$ cat src/rtl/postbox_pkg.sv
// Shared definitions for the SPI host buffer: byte width, synchroniser depth
// and the transaction classification used while chip select is low.
package postbox_pkg;

  localparam int BYTE_W      = 8;
  localparam int SYNC_STAGES = 2;

  typedef enum logic [1:0] {
    IDLE   = 2'd0,
    OUTPUT = 2'd1,
    INPUT  = 2'd2
  } xact_t;

endpackage

$ cat src/rtl/spi_host_buffer_fifo.sv
// spi_byte_fifo: synchronous byte FIFO with first-word fall-through.
// A push into a full FIFO is accepted only when a pop happens in the same
// cycle; a pop on an empty FIFO does nothing. data_o reads 0 while empty.
module spi_byte_fifo
  import postbox_pkg::*;
#(
  parameter int DEPTH = 16
) (
  input  logic                   clk_i,
  input  logic                   rst_ni,
  input  logic                   push_i,
  input  logic [BYTE_W-1:0]      data_i,
  input  logic                   pop_i,
  output logic [BYTE_W-1:0]      data_o,
  output logic [$clog2(DEPTH):0] count_o,
  output logic                   full_o,
  output logic                   empty_o
);

  localparam int AW = $clog2(DEPTH);

  logic [BYTE_W-1:0] mem_q [DEPTH];
  logic [AW-1:0]     wr_ptr_q, rd_ptr_q;
  logic [AW:0]       count_q;
  logic              do_push, do_pop;

  assign empty_o = (count_q == '0);
  assign full_o  = (count_q == (AW+1)'(DEPTH));
  assign do_pop  = pop_i && !empty_o;
  assign do_push = push_i && (!full_o || do_pop);
  assign count_o = count_q;
  assign data_o  = empty_o ? '0 : mem_q[rd_ptr_q];

  // Storage array; data only, no reset needed.
  always_ff @(posedge clk_i) begin
    if (do_push) mem_q[wr_ptr_q] <= data_i;
  end

  // Pointers and occupancy.
  always_ff @(posedge clk_i or negedge rst_ni) begin
    if (!rst_ni) begin
      wr_ptr_q <= '0;
      rd_ptr_q <= '0;
      count_q  <= '0;
    end else begin
      if (do_push) wr_ptr_q <= wr_ptr_q + 1'b1;
      if (do_pop)  rd_ptr_q <= rd_ptr_q + 1'b1;
      case ({do_push, do_pop})
        2'b10:   count_q <= count_q + 1'b1;
        2'b01:   count_q <= count_q - 1'b1;
        default: count_q <= count_q;
      endcase
    end
  end

endmodule

$ cat src/rtl/spi_host_buffer.sv
// spi_host_buffer: oversamples the bridge SPI pins on clock_in, assembles
// LSB-first bytes into an RX FIFO, drives rx_ready flow control and serves one
// host byte on spi_miso for INPUT transactions.
// Optional feature: define SPI_HOST_BUFFER_OVF_COUNT_EN to add the saturating
// ovf_count output counting dropped bytes.
module spi_host_buffer
  import postbox_pkg::*;
#(
  parameter int DEPTH    = 16,
  parameter int HEADROOM = 2
) (
  input  logic              clock_in,
  input  logic              reset_n_in,
  input  logic              spi_cs,
  input  logic              spi_sck,
  input  logic              spi_mosi,
  input  logic              want_tx,
  output logic              spi_miso,
  output logic              rx_ready,
  output logic              tx_pending,
  output logic [BYTE_W-1:0] rd_data,
  output logic              rd_valid,
  input  logic              rd_ready,
  input  logic [BYTE_W-1:0] tx_data,
  input  logic              tx_load,
  output logic              overflow,
  output logic              frame_err
`ifdef SPI_HOST_BUFFER_OVF_COUNT_EN
  ,
  output logic [7:0]        ovf_count
`endif
);

  localparam int CNT_W = $clog2(DEPTH) + 1;
  localparam int BIT_W = $clog2(BYTE_W);

  // Pin bundle order: {want_tx, mosi, sck, cs}
  logic [SYNC_STAGES-1:0][3:0] sync_q;
  logic [3:0]                  pins, synced;
  logic [1:0]                  det_q;              // {sck, cs} one cycle older
  logic cs_s, sck_s, mosi_s, want_s;
  logic cs_fall, cs_rise, sck_rise, sck_fall;

  xact_t xact_q, xact_d;
  logic  rx_bit, tx_step, is_input, byte_done, frame_err_d;

  logic [BIT_W-1:0]  bit_cnt_q;
  // Holds the first seven bits of a byte; the eighth arrives with the edge.
  logic [BYTE_W-2:0] rx_shift_q;
  logic [BYTE_W-1:0] push_data_q, hold_q, tx_shift_q;
  logic              push_q, tx_pending_q, input_done_q, miso_q;
  logic              frame_err_q, overflow_q, rx_ready_q;

  logic [BYTE_W-1:0] fifo_dout;
  logic [CNT_W-1:0]  fifo_count, free_slots;
  logic              fifo_full, fifo_empty, drop;

  assign pins   = {want_tx, spi_mosi, spi_sck, spi_cs};
  assign synced = sync_q[SYNC_STAGES-1];
  assign cs_s   = synced[0];
  assign sck_s  = synced[1];
  assign mosi_s = synced[2];
  assign want_s = synced[3];

  assign cs_fall  = !cs_s  &&  det_q[0];
  assign cs_rise  =  cs_s  && !det_q[0];
  assign sck_rise =  sck_s && !det_q[1];
  assign sck_fall = !sck_s &&  det_q[1];

  // Synchroniser chain plus edge-detect history. Resetting cs to 0 means a
  // CS that is already low at reset release never looks like a falling edge.
  always_ff @(posedge clock_in or negedge reset_n_in) begin
    if (!reset_n_in) begin
      sync_q <= '0;
      det_q  <= '0;
    end else begin
      sync_q <= {sync_q[SYNC_STAGES-2:0], pins};
      det_q  <= {sck_s, cs_s};
    end
  end

  // Transaction state register.
  always_ff @(posedge clock_in or negedge reset_n_in) begin
    if (!reset_n_in) xact_q <= IDLE;
    else             xact_q <= xact_d;
  end

  // Classify on CS fall, return to idle on CS rise.
  always_comb begin
    xact_d = xact_q;
    if (cs_fall)      xact_d = (want_s && tx_pending_q) ? INPUT : OUTPUT;
    else if (cs_rise) xact_d = IDLE;
  end

  // Per-state enables for the receive and transmit shifters.
  always_comb begin
    rx_bit   = 1'b0;
    tx_step  = 1'b0;
    is_input = 1'b0;
    case (xact_q)
      OUTPUT: rx_bit = sck_rise;
      INPUT: begin
        rx_bit   = sck_rise;
        tx_step  = sck_fall;
        is_input = 1'b1;
      end
      default: ;
    endcase
  end

  assign byte_done   = rx_bit && (bit_cnt_q == BIT_W'(BYTE_W-1));
  assign frame_err_d = (xact_q != IDLE) && cs_rise && (bit_cnt_q != '0);

  // Shift registers and byte staging; pure data, left unreset.
  always_ff @(posedge clock_in) begin
    if (rx_bit) begin
      rx_shift_q  <= {mosi_s, rx_shift_q[BYTE_W-2:1]};
      push_data_q <= {mosi_s, rx_shift_q};
    end
    if (tx_load && !tx_pending_q) hold_q <= tx_data;
    if (cs_fall && want_s && tx_pending_q) tx_shift_q <= hold_q;
    else if (tx_step)                      tx_shift_q <= {1'b0, tx_shift_q[BYTE_W-1:1]};
  end

  // Framing control: bit counter, push strobe, TX handshake, status flags.
  always_ff @(posedge clock_in or negedge reset_n_in) begin
    if (!reset_n_in) begin
      bit_cnt_q    <= '0;
      push_q       <= 1'b0;
      tx_pending_q <= 1'b0;
      input_done_q <= 1'b0;
      miso_q       <= 1'b0;
      frame_err_q  <= 1'b0;
      overflow_q   <= 1'b0;
      rx_ready_q   <= 1'b1;
    end else begin
      if (cs_fall || cs_rise) bit_cnt_q <= '0;
      else if (rx_bit)        bit_cnt_q <= bit_cnt_q + 1'b1;

      push_q <= byte_done && !is_input;

      if (cs_fall)                  input_done_q <= 1'b0;
      else if (byte_done && is_input) input_done_q <= 1'b1;

      if (tx_load && !tx_pending_q)                       tx_pending_q <= 1'b1;
      else if (byte_done && is_input && !input_done_q)    tx_pending_q <= 1'b0;

      miso_q      <= is_input ? tx_shift_q[0] : 1'b0;
      frame_err_q <= frame_err_d;
      if (drop) overflow_q <= 1'b1;
      rx_ready_q  <= (free_slots >= CNT_W'(HEADROOM));
    end
  end

  assign drop       = push_q && fifo_full && !rd_ready;
  assign free_slots = CNT_W'(DEPTH) - fifo_count;

  spi_byte_fifo #(
    .DEPTH (DEPTH)
  ) u_fifo (
    .clk_i   (clock_in),
    .rst_ni  (reset_n_in),
    .push_i  (push_q),
    .data_i  (push_data_q),
    .pop_i   (rd_ready),
    .data_o  (fifo_dout),
    .count_o (fifo_count),
    .full_o  (fifo_full),
    .empty_o (fifo_empty)
  );

  assign spi_miso   = miso_q;
  assign rx_ready   = rx_ready_q;
  assign tx_pending = tx_pending_q;
  assign rd_data    = fifo_dout;
  assign rd_valid   = !fifo_empty;
  assign overflow   = overflow_q;
  assign frame_err  = frame_err_q;

`ifdef SPI_HOST_BUFFER_OVF_COUNT_EN
  logic [7:0] ovf_cnt_q;

  // Dropped-byte counter, saturating at 255.
  always_ff @(posedge clock_in or negedge reset_n_in) begin
    if (!reset_n_in)                      ovf_cnt_q <= '0;
    else if (drop && ovf_cnt_q != 8'hFF)  ovf_cnt_q <= ovf_cnt_q + 8'd1;
  end

  assign ovf_count = ovf_cnt_q;
`endif

endmodule

$ cat config.mk
export PLATFORM = sky130hd
export DESIGN_NAME = spi_host_buffer
export DESIGN_NICKNAME = d
export VERILOG_FILES = /design/src/rtl/postbox_pkg.sv /design/src/rtl/spi_host_buffer_fifo.sv /design/src/rtl/spi_host_buffer.sv
export SDC_FILE = /design/constraint.sdc
export NUM_CORES = 1
export LEC_CHECK = 0
export CORE_MARGIN = 2
export CORE_UTILIZATION = 57
export CTS_CLUSTER_DIAMETER = 30
export DETAILED_ROUTE_END_ITERATION = 8
export PLACE_DENSITY = 0.75
export SLEW_MARGIN = 10
export SYNTH_ARGS = -nofsm -noshare
export SYNTH_HDL_FRONTEND = slang
export SYNTH_SLANG_ARGS = --single-unit
$ cat constraint.sdc
create_clock -name clock_in -period 6.8 [get_ports clock_in]
set_input_delay 0.68 -clock clock_in [delete_from_list [all_inputs] [get_ports clock_in]]
set_output_delay 0.68 -clock clock_in [all_outputs]
set_load 0.05 [all_outputs]
Word level (Yosys, flattened, before mapping). Memories as Yosys holds them, arrays and structs flattened. Cells that the tools add are included. W data, S select, Z words.

RAM bits: 128. Input port bits: 16. Output and inout bits: 14. Memories kept: 1. Bits in registers: 66.

Memories: u_fifo.mem_q (words 16, width 8, rd ports 1, clocked after Yosys merged registers in 0, wr ports 1, RTL line spi_host_buffer_fifo.sv:22) `logic [BYTE_W-1:0] mem_q [DEPTH];`.

Equal/unequal tests: 6. Reductions and logical operators: 40. Order comparisons: 1. Mux-type cells: 19. $add $sub $neg: 6.

Operators by type and width (count): $mux W8 (3); $logic_and A1 B1 Y1 (18); $reduce_bool A2 Y1 (7); $logic_not A1 Y1 (10); $mux W1 (10); $pmux W5 S2 (1); $add A4 B1 Y4 const B (2); $mux W2 (3); $mux W3 (2); $add A5 B1 Y5 const B (1); $eq A5 B5 Y1 const B (1); $ge A5 B2 Y1 const B (1); $logic_not A5 Y1 (1); $sub A5 B1 Y5 const B (1); $sub A5 B5 Y5 const A (1); $eq A2 B1 Y1 const B (2); $eq A2 B2 Y1 const B (2); $add A3 B1 Y3 const B (1); $eq A3 B3 Y1 const B (1); $reduce_bool A3 Y1 (1); $logic_or A1 B1 Y1 (2); $reduce_or A2 Y1 (1).

Depth between registers and ports, before layout. Gate-level depths: netlist of run 1.

Depth after elaboration: 8. Depth in mapped cells: 17. Depth with buffers taken out: 15.

By module. Synthesis of run 1 repeated with hierarchy kept, for this count alone.

Cell total of the unflattened synthesis: 412. Area total of the unflattened synthesis: 7631.1 um^2.

By module, submodules not included: spi_byte_fifo (sequential area each 4169.0 um^2, times used 1, cells each 302, area each 5878.1 um^2); spi_host_buffer (sequential area each 1272.5 um^2, times used 1, cells each 110, area each 1752.9 um^2).

Worst setup path after synthesis of run 1. OpenSTA, ideal clock, no wires.

Path type: reg2out. Start point: register u_fifo.count_q[1] (netlist: u_fifo.count_o[1]). End point: output port rd_data[5]. Required time: 6.120 ns. Buffers on the path: 2. Arrival: 2.742 ns. Slack: 3.378 ns. Stages on the path, launching flop included: 10. Path through: dfrtp_1 clkbuf_1 inv_1 ha_1 nand2b_1 nor2_1 ha_1 or2_2 clkbuf_1 o21ai_0.

Longest elaborated chain between the ends: 2.

RTL lines: start, declared (RTL line spi_host_buffer_fifo.sv:24) `logic [AW:0] count_q;`; start signal, assigned (RTL line spi_host_buffer_fifo.sv:49) `2'b10: count_q <= count_q + 1'b1;`; start signal, assigned (RTL line spi_host_buffer_fifo.sv:50) `2'b01: count_q <= count_q - 1'b1;`; start signal, assigned (RTL line spi_host_buffer_fifo.sv:51) `default: count_q <= count_q;`; $logic_not A5 Y1 (RTL line spi_host_buffer_fifo.sv:27) `assign empty_o = (count_q == '0);`; $mux W8 (RTL line spi_host_buffer_fifo.sv:32) `assign data_o = empty_o ? '0 : mem_q[rd_ptr_q];`; end, declared (RTL line spi_host_buffer.sv:21) `output logic [BYTE_W-1:0] rd_data,`.

Every way passes these cells.

Worst setup path after layout of run 1.
Start point: register u_fifo.count_q[1] (netlist: u_fifo.count_o[1]). End point: output port rd_data[3].

The elaborated chain is that of the path after synthesis.

==> results of run 1 <==
## power groups by stage
stage	Combinational [mW]	Sequential, mW	Clock, mW
finish	0.903	1.34	0.953
floorplan	0.732	1.33	0
global route	0.969	1.35	1.01
global placement	0.897	1.36	0
detailed placement	0.910	1.37	0
CTS	0.913	1.35	0.965
## sequential cells by signal, indices dropped and copies added (netlist names), 4 cells and up
register	count
u_fifo.mem_q	128
hold_q	8
tx_shift_q	8
rx_shift_q	7
u_fifo.count_o	5
sync_q	4
synced	4
u_fifo.rd_ptr_q	4
u_fifo.wr_ptr_q	4
## metal layers
layer	vias to the layer above	GRT usage [%]	routed length, um
met3	19	4.69	559
li1	1719	-	-
met5	-	0	0
met1	1890	26.9	5570
met4	0	8.18	238
met2	98	34.1	6960
## cells in the mapped netlist, types with 2 or more instances
cell / instances / area, um^2
sky130_fd_sc_hd__nor3b_1: 3 / 22.5
sky130_fd_sc_hd__a21oi_1: 5 / 25.0
sky130_fd_sc_hd__edfxtp_1: 152 / 4560
sky130_fd_sc_hd__nor4b_1: 2 / 17.5
sky130_fd_sc_hd__and2_1: 9 / 56.3
sky130_fd_sc_hd__a22oi_1: 10 / 75.1
sky130_fd_sc_hd__mux2_2: 11 / 124
sky130_fd_sc_hd__nor2_1: 11 / 41.3
sky130_fd_sc_hd__xor2_1: 3 / 26.3
sky130_fd_sc_hd__dfrtp_1: 34 / 851
sky130_fd_sc_hd__nand2_1: 27 / 101
sky130_fd_sc_hd__buf_2: 2 / 10.0
sky130_fd_sc_hd__o21ai_0: 12 / 60.1
sky130_fd_sc_hd__buf_6: 5 / 56.3
sky130_fd_sc_hd__mux4_2: 15 / 338
sky130_fd_sc_hd__xnor2_1: 10 / 87.6
sky130_fd_sc_hd__nand4_1: 2 / 12.5
sky130_fd_sc_hd__clkbuf_1: 6 / 22.5
sky130_fd_sc_hd__nand3_1: 5 / 25.0
sky130_fd_sc_hd__a21boi_0: 3 / 22.5
sky130_fd_sc_hd__ha_1: 19 / 238
sky130_fd_sc_hd__nor4_1: 4 / 25.0
sky130_fd_sc_hd__nor2b_1: 6 / 37.5
sky130_fd_sc_hd__a221oi_1: 5 / 43.8
sky130_fd_sc_hd__inv_1: 22 / 82.6
sky130_fd_sc_hd__o21ai_1: 2 / 10.0
sky130_fd_sc_hd__o211ai_1: 2 / 15.0
sky130_fd_sc_hd__mux4_1: 8 / 210
sky130_fd_sc_hd__mux2i_1: 17 / 170
sky130_fd_sc_hd__nand2b_1: 3 / 18.8
## through the flow
stage | instance area, um^2 | hold WS, ns | setup WS (ns)
floorplan | 7550 | 0.331 | 3.38
global placement | 7980 | 0.333 | 3.34
detailed placement | 7980 | 0.338 | 3.23
CTS | 8560 | 0.352 | 2.80
global route | 8560 | 0.358 | 2.55
finish | 8560 | 0.339 | 2.82
## logic make-up after synthesis
kind of cell / after synthesis
AOI/OAI and AO/OA: 45
xor gates and xnor gates: 13
adders and majority gates: 19
buffers and inverters: 40
DFF: 187
muxes: 51
and+or+nand+nor: 77
## final cells by class
| type | count | area share [%] |
|---|---|---|
| Timing Repair Buffer | 35 | 3.86 |
| Multi-Input combinational cell | 205 | 22.2 |
| Inverter | 23 | 1.01 |
| Clock inverter | 11 | 1.40 |
| Clock buffer | 21 | 5.38 |
| Tap cell | 176 | 2.57 |
| Sequential cell | 187 | 63.6 |
## worst max path at each step
stage                                        startpoint                       endpoint  slack, ns
after CTS                 u_fifo.count_o[1]$_DFFE_PN0P_                     rd_data[3]       2.80
after global routing      u_fifo.count_o[1]$_DFFE_PN0P_                     rd_data[3]       2.55
final                     u_fifo.count_o[1]$_DFFE_PN0P_                     rd_data[3]       2.82
after detailed placement  u_fifo.count_o[1]$_DFFE_PN0P_  u_fifo.count_o[4]$_DFFE_PN0P_       3.23
after floorplan           u_fifo.count_o[1]$_DFFE_PN0P_                     rd_data[5]       3.38
after global placement    u_fifo.count_o[1]$_DFFE_PN0P_                     rd_data[2]       3.34
## worst max-delay path, cell delays in order (launching register included)
cell and delay (ns):
sky130_fd_sc_hd__dfrtp_1 0.49, sky130_fd_sc_hd__inv_1 0.10, sky130_fd_sc_hd__ha_1 0.20, sky130_fd_sc_hd__nand2b_1 0.09, sky130_fd_sc_hd__nor2_1 0.06, sky130_fd_sc_hd__ha_1 0.27
sky130_fd_sc_hd__or2_2 0.38, sky130_fd_sc_hd__a221oi_1 0.24, sky130_fd_sc_hd__o21ai_0 0.15, sky130_fd_sc_hd__nand2_1 0.08, sky130_fd_sc_hd__clkdlybuf4s50_1 0.81
==> impl_metrics.sql, run 1 <==
INSERT INTO impl_metrics (metric_group, metric, value, unit) VALUES
('floorplanning', 'core', '13100', 'um^2'),
('final_layout', 'antennaDiodeCount', '0', ''),
('grt', 'antenna_violations_before_repair', '0', ''),
('logic_synthesis', 'yosysWarnings', '0', ''),
('clock_tree', 'tritoncts', 'yes', ''),
('pwr', 'sw_frac_of_total', '31.1', '%'),
('final_layout', 'most_frequent_cells_in_the_layout', '152 x sky130_fd_sc_hd__edfxtp_1, 33 x sky130_fd_sc_hd__dfrtp_1, 28 x sky130_fd_sc_hd__clkdlybuf4s50_1', ''),
('setup_path', 'timing.critical_path.from_type', 'register', ''),
('routing', 'remaining_drc_errors', '0', ''),
('clock_tree', 'postCtsHoldBufs', '0', ''),
('pwr', 'clkPwrFrac', '29.8', '%'),
('logic_synthesis', 'synth.yosys.seq_area_share', '72.1', '%'),
('pwr', 'vdd_ir_drop_max', '0.174', 'mV'),
('pwr', 'p_int', '2.21', 'mW'),
('logic_synthesis', 'synth-edff-count', '152', ''),
('logic_synthesis', 'yosys.area_share.adder', '3.15', '%'),
('logic_synthesis', 'yosys_most_used_dff', 'sky130_fd_sc_hd__edfxtp_1', ''),
('place', 'post-place-cells', '626', ''),
('setup_path', 'regToRegEndpoint', 'u_fifo.count_o[4]$_DFFE_PN0P_', ''),
('grt', 'wire_length_of_the_first_global_routing_pass', '21400', 'um'),
('floorplanning', 'die_width', '119', 'um'),
('clock_tree', 'clkSinkCount', '187', ''),
('final_layout', 'area_growth', '13.3', '%'),
('final_layout', 'n_fill_cell', '880', ''),
('pwr', 'p_comb_share', '28.2', '%'),
('setup_path', 'r2r_cells', '15', ''),
('clock_tree', 'clk_path_buf_depth', '2', ''),
('final_layout', 'fin_util', '65.4', '%'),
('clock_tree', 'htree_num_levels', '4', ''),
('final_layout', 'multi_input_area', '1900', 'um^2'),
('setup_path', 'critPathKind', 'reg -> out', ''),
('final_layout', 'final_layout_size_suffix_gt1_share', '14.1', '%'),
('setup_path', 'critPathMaxFanout', '9', ''),
('logic_synthesis', 'synth_xor_area_share', '1.51', '%'),
('clock_tree', 'cts.repair_timing.setup_buffer_count', '0', ''),
('routing', 'drt-pass1-iter-count', '5', ''),
('timing', 'hold_viol', '0', ''),
('clock_tree', 'clock_latency', '0.42', 'ns'),
('floorplanning', 'top_level_ports', '30', ''),
('routing', 'ant_nets', '0', ''),
('logic_synthesis', 'synth_area_per_cell', '17.5', 'um^2'),
('routing', 'initialDrtViolationCount', '358', ''),
('clock_tree', 'cts.reportedPaths.clkPinSlew', '0.06', 'ns'),
('setup_path', 'r2r_slack', '3.21', 'ns'),
('clock_tree', 'cts.repair.resized', '0', ''),
('logic_synthesis', 'post_synth_num_cell_types', '47', ''),
('timing', 'finalCritPeriodShare', '58.6', '%'),
('final_layout', 'nNetsFinal', '504', ''),
('final_layout', 'layout_commonest_cell', 'sky130_fd_sc_hd__edfxtp_1', ''),
('grt', 'maximum_number_of_pins_on_one_net_before_global_route_repair', '38', ''),
('logic_synthesis', 'synth_compound_gate_area_share', '4.03', '%'),
('job', 'cap_viol_max_count', '0', ''),
('status', 'outcome', 'completed', ''),
('setup_path', 'timing.critical_path.required', '6.12', 'ns'),
('setup_path', 'timing.critical_path.arrival', '3.30', 'ns'),
('floorplanning', 'initial_utilization', '57.7', '%'),
('timing', 'fmax', '251', 'MHz'),
('timing', 'rsz0062_at_grt', 'false', ''),
('grt', 'gr-total-overflow', '0', ''),
('logic_synthesis', 'synth-async-reset-ratio', '18.7', '%'),
('logic_synthesis', 'postSynthCellCount', '432', ''),
('grt', 'first_global_vias', '3858', ''),
('worst_hold_path', 'min-delay-path-class', 'in -> async', ''),
('logic_synthesis', 'mappedNetlistArea', '7550', 'um^2'),
('pwr', 'power', '3.20', 'mW'),
('timing', 'finalSetupViolations', '0', ''),
('pwr', 'seqPwrFrac', '42.0', '%'),
('pwr', 'power_leakage', '3.01', 'nW'),
('pwr', 'total_switching_power', '0.994', 'mW'),
('floorplanning', 'rows', '42', ''),
('final_layout', 'regArea', '5440', 'um^2');
(Power assumes the default switching activity.)
==> run 2: changes to the inputs <==
==> constraint.sdc (replaced) <==
create_clock -name clock_in -period 4.1 [get_ports clock_in]
set_input_delay 0.41 -clock clock_in [delete_from_list [all_inputs] [get_ports clock_in]]
set_output_delay 0.41 -clock clock_in [all_outputs]
set_load 0.05 [all_outputs]
==> run 2 against run 1 <==
Effect of this change: die area unchanged; clock skew increased by 0.0029 ns; clock power increased by 69%; combinational power increased by 56%; critical path depth unchanged; global-route usage decreased by 0.39 points; count of clock-buffer cells in the layout increased by 1; register-to-register slack got worse by 2.5 ns; largest power group unchanged.
==> impl_metrics.sql, run 2 (synthesis results as in run 1) <==
INSERT INTO impl_metrics (metric_group, metric, value, unit) VALUES
('status', 'outcome', 'completed', ''),
('setup_path', 'slowest_stage', 'sky130_fd_sc_hd__clkdlybuf4s50_1', ''),
('final_layout', 'reg_top3', 'u_fifo.mem_q (128), hold_q (8), tx_shift_q (8)', ''),
('final_layout', 'area_growth', '13.9', '%'),
('routing', 'remaining_drc_errors', '0', ''),
('timing', 'skew', '0.00847', 'ns'),
('setup_path', 'timing.critical_path.arrival', '3.38', 'ns'),
('timing', 'finalCritPeriodShare', '92.5', '%'),
('clock_tree', 'htree_num_levels', '4', ''),
('floorplanning', 'die_outline_area', '14200', 'um^2'),
('setup_path', 'timing.critical_path.from_type', 'register', ''),
('routing', 'route.vias.total', '3734', ''),
('worst_hold_path', 'min-delay-path-class', 'in -> async', ''),
('grt', 'gr-total-overflow', '0', ''),
('grt', 'first_global_vias', '3871', ''),
('final_layout', 'most_frequent_cells_in_the_layout', '152 x sky130_fd_sc_hd__edfxtp_1, 33 x sky130_fd_sc_hd__dfrtp_1, 28 x sky130_fd_sc_hd__clkdlybuf4s50_1', ''),
('routing', 'drt-pass1-iter-count', '5', ''),
('clock_tree', 'cts.repair_timing.setup_buffer_count', '0', ''),
('final_layout', 'layout_commonest_cell', 'sky130_fd_sc_hd__edfxtp_1', ''),
('grt', 'gr-usage-all-layers', '20.3', '%'),
('timing', 'drv_slew', '0', ''),
('clock_tree', 'postCtsHoldBufs', '0', ''),
('floorplanning', 'rows', '42', ''),
('clock_tree', 'cts.repair.resized', '0', ''),
('final_layout', 'largest_reg_flops', '128', ''),
('routing', 'initialDrtViolationCount', '386', ''),
('timing', 'fmax', '264', 'MHz'),
('clock_tree', 'tritoncts', 'yes', ''),
('place', 'dpl-instance-area', '8000', 'um^2'),
('final_layout', 'n_fill_cell', '885', ''),
('floorplanning', 'die_height', '119', 'um'),
('final_layout', 'antennaDiodeCount', '0', ''),
('setup_path', 'timing.critical_path.required', '3.69', 'ns'),
('pwr', 'vdd_ir_drop_max', '0.313', 'mV'),
('routing', 'vias_per_cell', '5.67', ''),
('grt', 'maximum_number_of_pins_on_one_net_before_global_route_repair', '36', ''),
('setup_path', 'crit_path_end_kind', 'primary output', ''),
('place', 'dpl.hpwl', '8480', 'um'),
('routing', 'drt_wl_total', '13100', 'um'),
('final_layout', 'nNetsFinal', '505', ''),
('setup_path', 'critPathMaxFanout', '9', ''),
('place', 'io_buffers', '29', ''),
('clock_tree', 'cts.reportedPaths.clkPinSlew', '0.07', 'ns'),
('job', 'cap_viol_max_count', '0', ''),
('floorplanning', 'initial_utilization', '57.7', '%'),
('pwr', 'pd_cells', '620', 'nW/um^2'),
('floorplanning', 'core', '13100', 'um^2'),
('pwr', 'power_leakage', '3.06', 'nW'),
('setup_path', 'path_cells', 'inv_1 -> ha_1 -> nand2b_1 -> nor2_1 -> ha_1 -> or2_2 -> a221oi_1 -> o21ai_0 -> nand2_1 -> clkdlybuf4s50_1', ''),
('grt', 'antenna_violations_before_repair', '0', ''),
('place', 'gp_congestion', '0.816', ''),
('clock_tree', 'clk_path_buf_depth', '2', ''),
('final_layout', 'final_instance_area', '8600', 'um^2'),
('routing', 'detail_route.wl_per_cell', '19.9', 'um'),
('timing', 'setup_total_negative_slack', '0', 'ns'),
('clock_tree', 'clockRootBuffer', 'sky130_fd_sc_hd__clkbuf_16', ''),
('timing', 'finalSetupViolations', '0', ''),
('routing', 'ant_nets', '0', ''),
('floorplanning', 'die_width', '119', 'um'),
('floorplanning', 'top_level_ports', '30', ''),
('timing', 'maxSlewHeadroom', '21.8', '%'),
('setup_path', 'critPathKind', 'reg -> out', ''),
('setup_path', 'worst_path_most_repeated_cell', 'sky130_fd_sc_hd__ha_1', ''),
('setup_path', 'buffers_plus_inverters_on_the_worst_setup_path', '2', ''),
('clock_tree', 'clkSinkCount', '187', ''),
('setup_path', 'delay_of_the_slowest_cell_on_the_worst_path', '0.80', 'ns'),
('final_layout', 'largest-register', 'u_fifo.mem_q', ''),
('clock_tree', 'cts-buffers-inserted', '17', ''),
('place', 'post-place-cells', '627', ''),
('timing', 'hold_viol', '0', ''),
('timing', 'max_slew.worst_pin.slew', '1.17', 'ns'),
('clock_tree', 'clock_latency', '0.42', 'ns'),
('setup_path', 'worst_path_dominant_cell_family', 'buffers and inverters', ''),
('final_layout', 'final_layout_size_suffix_gt1_share', '14.9', '%'),
('timing', 'rsz0062_at_grt', 'false', ''),
('timing', 'layout_min_cycle_time', '3.79', 'ns'),
('grt', 'wire_length_of_the_first_global_routing_pass', '20900', 'um'),
('final_layout', 'instances_no_fill', '659', '');
[run 2: cell types whose count changed in the layout (fill, tap and decap cells not counted), sizes merged]
cell      delta
clkbuf       +1
clkinv       +4
buf          +1
bufinv       -1
clkinvlp     -4
[run 2: area by class of cell]
cell class / instances / area (um^2) / share of cell area [%]
tap: 176 / 220 / 2.56
clock inverter: 10 / 85.1 / 0.990
inverter: 23 / 86.3 / 1.00
multi-input combinational: 205 / 1900 / 22.0
timing repair buffer: 36 / 350 / 4.08
clock buffer: 22 / 517 / 6.01
sequential: 187 / 5440 / 63.3
[run 2: report_power, final]
part / internal (mW) / leakage [nW] / total (mW) / switching, mW
registers: 2.11 / 1.79 / 2.30 / 0.194
logic: 0.636 / 0.964 / 1.41 / 0.778
clock network: 0.953 / 0.302 / 1.61 / 0.656
total: 3.70 / 3.06 / 5.33 / 1.63
[run 2: path summary, 6_finish.rpt]
kind                                                from                             end  slack, ns  cells after the start
min reg2reg                          sync_q[0]$_DFF_PN0_             synced[0]$_DFF_PN0_       0.35                      0
max reg2reg                u_fifo.count_o[1]$_DFFE_PN0P_   u_fifo.count_o[4]$_DFFE_PN0P_       0.71                     16
max                        u_fifo.count_o[1]$_DFFE_PN0P_                      rd_data[2]       0.31                     10
min                                           reset_n_in              spi_miso$_DFF_PN0_       0.07                      1
min in group clock_in                sync_q[0]$_DFF_PN0_             synced[0]$_DFF_PN0_       0.35                      0
max in group asynchronous                     reset_n_in  u_fifo.rd_ptr_q[1]$_DFFE_PN0P_       3.47                      1
[run 2: routing by layer]
layer  routed length [um]  share of wire [%]  up-vias  track usage, %
met5                    0                  0        -               0
met4                  327                2.5        0            9.45
met3                  636                4.8       20            4.79
met2                 6680                 51      110            33.3
met1                 5490                 42     1883            25.7
li1                     -                  -     1721               -
[run 2: through the flow]
stage	worst slack [ns]	util (%)	hold slack (ns)	power [mW]
4_1_cts	0.257	65.7	0.0869	5.36
3_3_place_gp	0.723	61.1	0.333	3.74
5_1_grt	0.0746	65.7	0.143	5.55
2_1_floorplan	0.948	-	0.114	3.42
6_report	0.308	65.7	0.0714	5.33
3_5_place_dp	0.709	61.1	0.336	3.77
==> run 3: changes to the inputs <==
--- a/config.mk
+++ b/config.mk
@@ -5,7 +5,6 @@
 export SDC_FILE = /design/constraint.sdc
 export NUM_CORES = 1
 export LEC_CHECK = 0
-export CORE_MARGIN = 2
 export CORE_UTILIZATION = 57
 export CTS_CLUSTER_DIAMETER = 30
 export DETAILED_ROUTE_END_ITERATION = 8
==> constraint.sdc (replaced) <==
create_clock -name clock_in -period 4.1 [get_ports clock_in]
set_input_delay 0.41 -clock clock_in [delete_from_list [all_inputs] [get_ports clock_in]]
set_output_delay 0.41 -clock clock_in [all_outputs]
set_load 0.1 [all_outputs]
==> run 3 against run 2 <==
Effect of this change: design area is 0.15% higher; non-clock buffer count is 1 higher; critical path depth is 3 lower; via count is 2.4% higher; die area is 3.3% lower; wire length is 5.0% higher; critical path type unchanged; largest cell class unchanged.
==> impl_metrics.sql, run 3 (synthesis results as in run 1) <==
INSERT INTO impl_metrics (metric_group, metric, value, unit) VALUES
('grt', 'grt.busiest_layer', 'met2', ''),
('setup_path', 'r2r_cells', '16', ''),
('timing', 'worst_slack', '0.743', 'ns'),
('clock_tree', 'clkSinkCount', '187', ''),
('timing', 'layout_min_cycle_time', '3.36', 'ns'),
('final_layout', 'n_fill_cell', '830', ''),
('pwr', 'p_int', '3.79', 'mW'),
('pwr', 'seqPwrFrac', '39.5', '%'),
('setup_path', 'critPathKind', 'reg -> out', ''),
('floorplanning', 'rows', '41', ''),
('timing', 'setup_total_negative_slack', '0', 'ns'),
('pwr', 'clkPwrFrac', '30.6', '%'),
('place', 'dpl.hpwl', '8680', 'um'),
('routing', 'drt-pass1-iter-count', '5', ''),
('job', 'cap_viol_max_count', '0', ''),
('floorplanning', 'initial_utilization', '59.1', '%'),
('final_layout', 'reg_top3', 'u_fifo.mem_q (128), hold_q (8), tx_shift_q (8)', ''),
('pwr', 'vdd_ir_drop_max', '0.426', 'mV'),
('routing', 'detail_route.wl_per_cell', '21.0', 'um'),
('pwr', 'total_switching_power', '2.03', 'mW'),
('timing', 'finalCritPeriodShare', '81.9', '%'),
('grt', 'maximum_number_of_pins_on_one_net_before_global_route_repair', '36', ''),
('routing', 'drt_wl_total', '13800', 'um'),
('grt', 'first_global_vias', '3843', ''),
('pwr', 'pd_cells', '677', 'nW/um^2'),
('final_layout', 'layout_commonest_cell', 'sky130_fd_sc_hd__edfxtp_1', ''),
('setup_path', 'timing.critical_path.from_type', 'register', ''),
('clock_tree', 'cts.repair_timing.setup_buffer_count', '0', ''),
('final_layout', 'nNetsFinal', '506', ''),
('final_layout', 'fin_util', '67.4', '%'),
('final_layout', 'final_layout_size_suffix_gt1_share', '16.5', '%'),
('grt', 'antenna_violations_before_repair', '0', ''),
('grt', 'met3_use_gr', '6.23', '%'),
('floorplanning', 'top_level_ports', '30', ''),
('place', 'io_buffers', '29', ''),
('timing', 'maxSlewHeadroom', '17.1', '%'),
('timing', 'fmax', '298', 'MHz'),
('final_layout', 'area_growth', '14.0', '%'),
('place', 'gp_congestion', '0.886', ''),
('floorplanning', 'die_height', '117', 'um'),
('worst_hold_path', 'min-delay-path-class', 'in -> async', ''),
('clock_tree', 'cts.repair.resized', '0', ''),
('routing', 'vias_per_cell', '5.83', ''),
('timing', 'max_slew.worst_pin.slew', '1.23', 'ns'),
('pwr', 'power', '5.83', 'mW'),
('clock_tree', 'htree_num_levels', '4', ''),
('clock_tree', 'cts.reportedPaths.clkPinSlew', '0.07', 'ns'),
('clock_tree', 'tritoncts', 'yes', ''),
('setup_path', 'timing.critical_path.arrival', '2.95', 'ns'),
('routing', 'initialDrtViolationCount', '383', ''),
('clock_tree', 'clockRootBuffer', 'sky130_fd_sc_hd__clkbuf_16', ''),
('setup_path', 'regToRegEndpoint', 'u_fifo.count_o[4]$_DFFE_PN0P_', ''),
('grt', 'gr-usage-all-layers', '22.4', '%'),
('clock_tree', 'clock_latency', '0.43', 'ns'),
('floorplanning', 'core', '12800', 'um^2'),
('clock_tree', 'postCtsHoldBufs', '0', ''),
('timing', 'skew', '0.00883', 'ns'),
('setup_path', 'timing.critical_path.required', '3.69', 'ns'),
('timing', 'finalSetupViolations', '0', ''),
('final_layout', 'largest-register', 'u_fifo.mem_q', ''),
('timing', 'rsz0062_at_grt', 'false', ''),
('grt', 'grt_use_met2', '35.7', '%'),
('place', 'dp_slack', '0.852', 'ns'),
('pwr', 'p_comb_share', '29.9', '%'),
('final_layout', 'most_frequent_cells_in_the_layout', '152 x sky130_fd_sc_hd__edfxtp_1, 33 x sky130_fd_sc_hd__dfrtp_1, 27 x sky130_fd_sc_hd__nand2_1', ''),
('timing', 'drv_slew', '0', ''),
('final_layout', 'largest_reg_flops', '128', ''),
('grt', 'gr-total-overflow', '0', ''),
('clock_tree', 'cts-buffers-inserted', '17', ''),
('pwr', 'sw_frac_of_total', '34.9', '%'),
('status', 'outcome', 'completed', ''),
('setup_path', 'crit_path_end_kind', 'primary output', ''),
('pwr', 'power_leakage', '3.07', 'nW'),
('routing', 'route.vias.total', '3823', ''),
('routing', 'remaining_drc_errors', '0', ''),
('grt', 'wire_length_of_the_first_global_routing_pass', '21300', 'um'),
('grt', 'groute.layer.met1.usage', '29.8', '%'),
('clock_tree', 'clk_path_buf_depth', '2', ''),
('timing', 'hold_viol', '0', ''),
('routing', 'ant_nets', '0', ''),
('floorplanning', 'die_outline_area', '13700', 'um^2'),
('setup_path', 'critPathMaxFanout', '9', ''),
('setup_path', 'r2r_start', 'u_fifo.count_o[1]$_DFFE_PN0P_', ''),
('final_layout', 'antennaDiodeCount', '0', ''),
('setup_path', 'r2r_slack', '0.83', 'ns'),
('floorplanning', 'die_width', '117', 'um');
-- run 3: changes by cell type in the layout (fill, tap and decap cells not counted), sizes merged --
cell           previous run  this run
buf                       8        16
clkinvlp                  1         3
clkbuf                   22        19
bufinv                    1         5
clkdlybuf4s50            28        20
clkinv                    8         3
inv                      23        26
-- run 3: worst max-delay path, cell delays in order, from the launching register on --
cell and delay, ns:
sky130_fd_sc_hd__dfrtp_1 0.50, sky130_fd_sc_hd__inv_1 0.09, sky130_fd_sc_hd__ha_1 0.20, sky130_fd_sc_hd__nand2b_1 0.09, sky130_fd_sc_hd__nor2_1 0.06, sky130_fd_sc_hd__ha_1 0.25
sky130_fd_sc_hd__inv_1 0.17, sky130_fd_sc_hd__clkdlybuf4s50_1 1.16
-- run 3: metrics by stage --
step,hold WS [ns],instances,cell area (um^2)
final,0.0848,656,8610
after global routing,0.161,656,8610
after CTS,0.110,656,8610
after detailed placement,0.335,624,7970
after global placement,0.332,624,7970
after floorplan,0.114,432,7550
-- run 3: power groups by stage --
stage                     logic [mW]  clock network [mW]  registers, mW
after detailed placement        1.75                   0           2.34
after CTS                       1.75                1.81           2.30
final                           1.75                1.78           2.30
after floorplan                 1.54                   0           2.22
after global placement          1.73                   0           2.33
after global routing            1.84                1.87           2.32
-- run 3: layer usage --
layer / part of all wire (%) / vias up
met1: 42 / 1954
met2: 50 / 127
met5: 0 / -
li1: - / 1724
met3: 6.7 / 18
met4: 1.4 / 0
-- run 3: final cells by class --
type / count / area, um^2 / share of cell area, %
Clock buffer: 18 / 429 / 4.98
Tap cell: 172 / 215 / 2.50
Timing Repair Buffer: 37 / 325 / 3.78
Sequential cell: 187 / 5440 / 63.2
Clock inverter: 14 / 215 / 2.50
Inverter: 23 / 86.3 / 1.00
Multi-Input combinational cell: 205 / 1900 / 22.0
-- run 3: worst max-delay path by stage --
stage / startpoint / to
after global routing: u_fifo.count_o[1]$_DFFE_PN0P_ / u_fifo.count_o[4]$_DFFE_PN0P_
after detailed placement: u_fifo.count_o[1]$_DFFE_PN0P_ / u_fifo.count_o[4]$_DFFE_PN0P_
after floorplan: u_fifo.count_o[1]$_DFFE_PN0P_ / rd_data[4]
after global placement: u_fifo.count_o[1]$_DFFE_PN0P_ / u_fifo.count_o[4]$_DFFE_PN0P_
after CTS: u_fifo.count_o[1]$_DFFE_PN0P_ / rd_valid
final: u_fifo.count_o[1]$_DFFE_PN0P_ / rd_valid
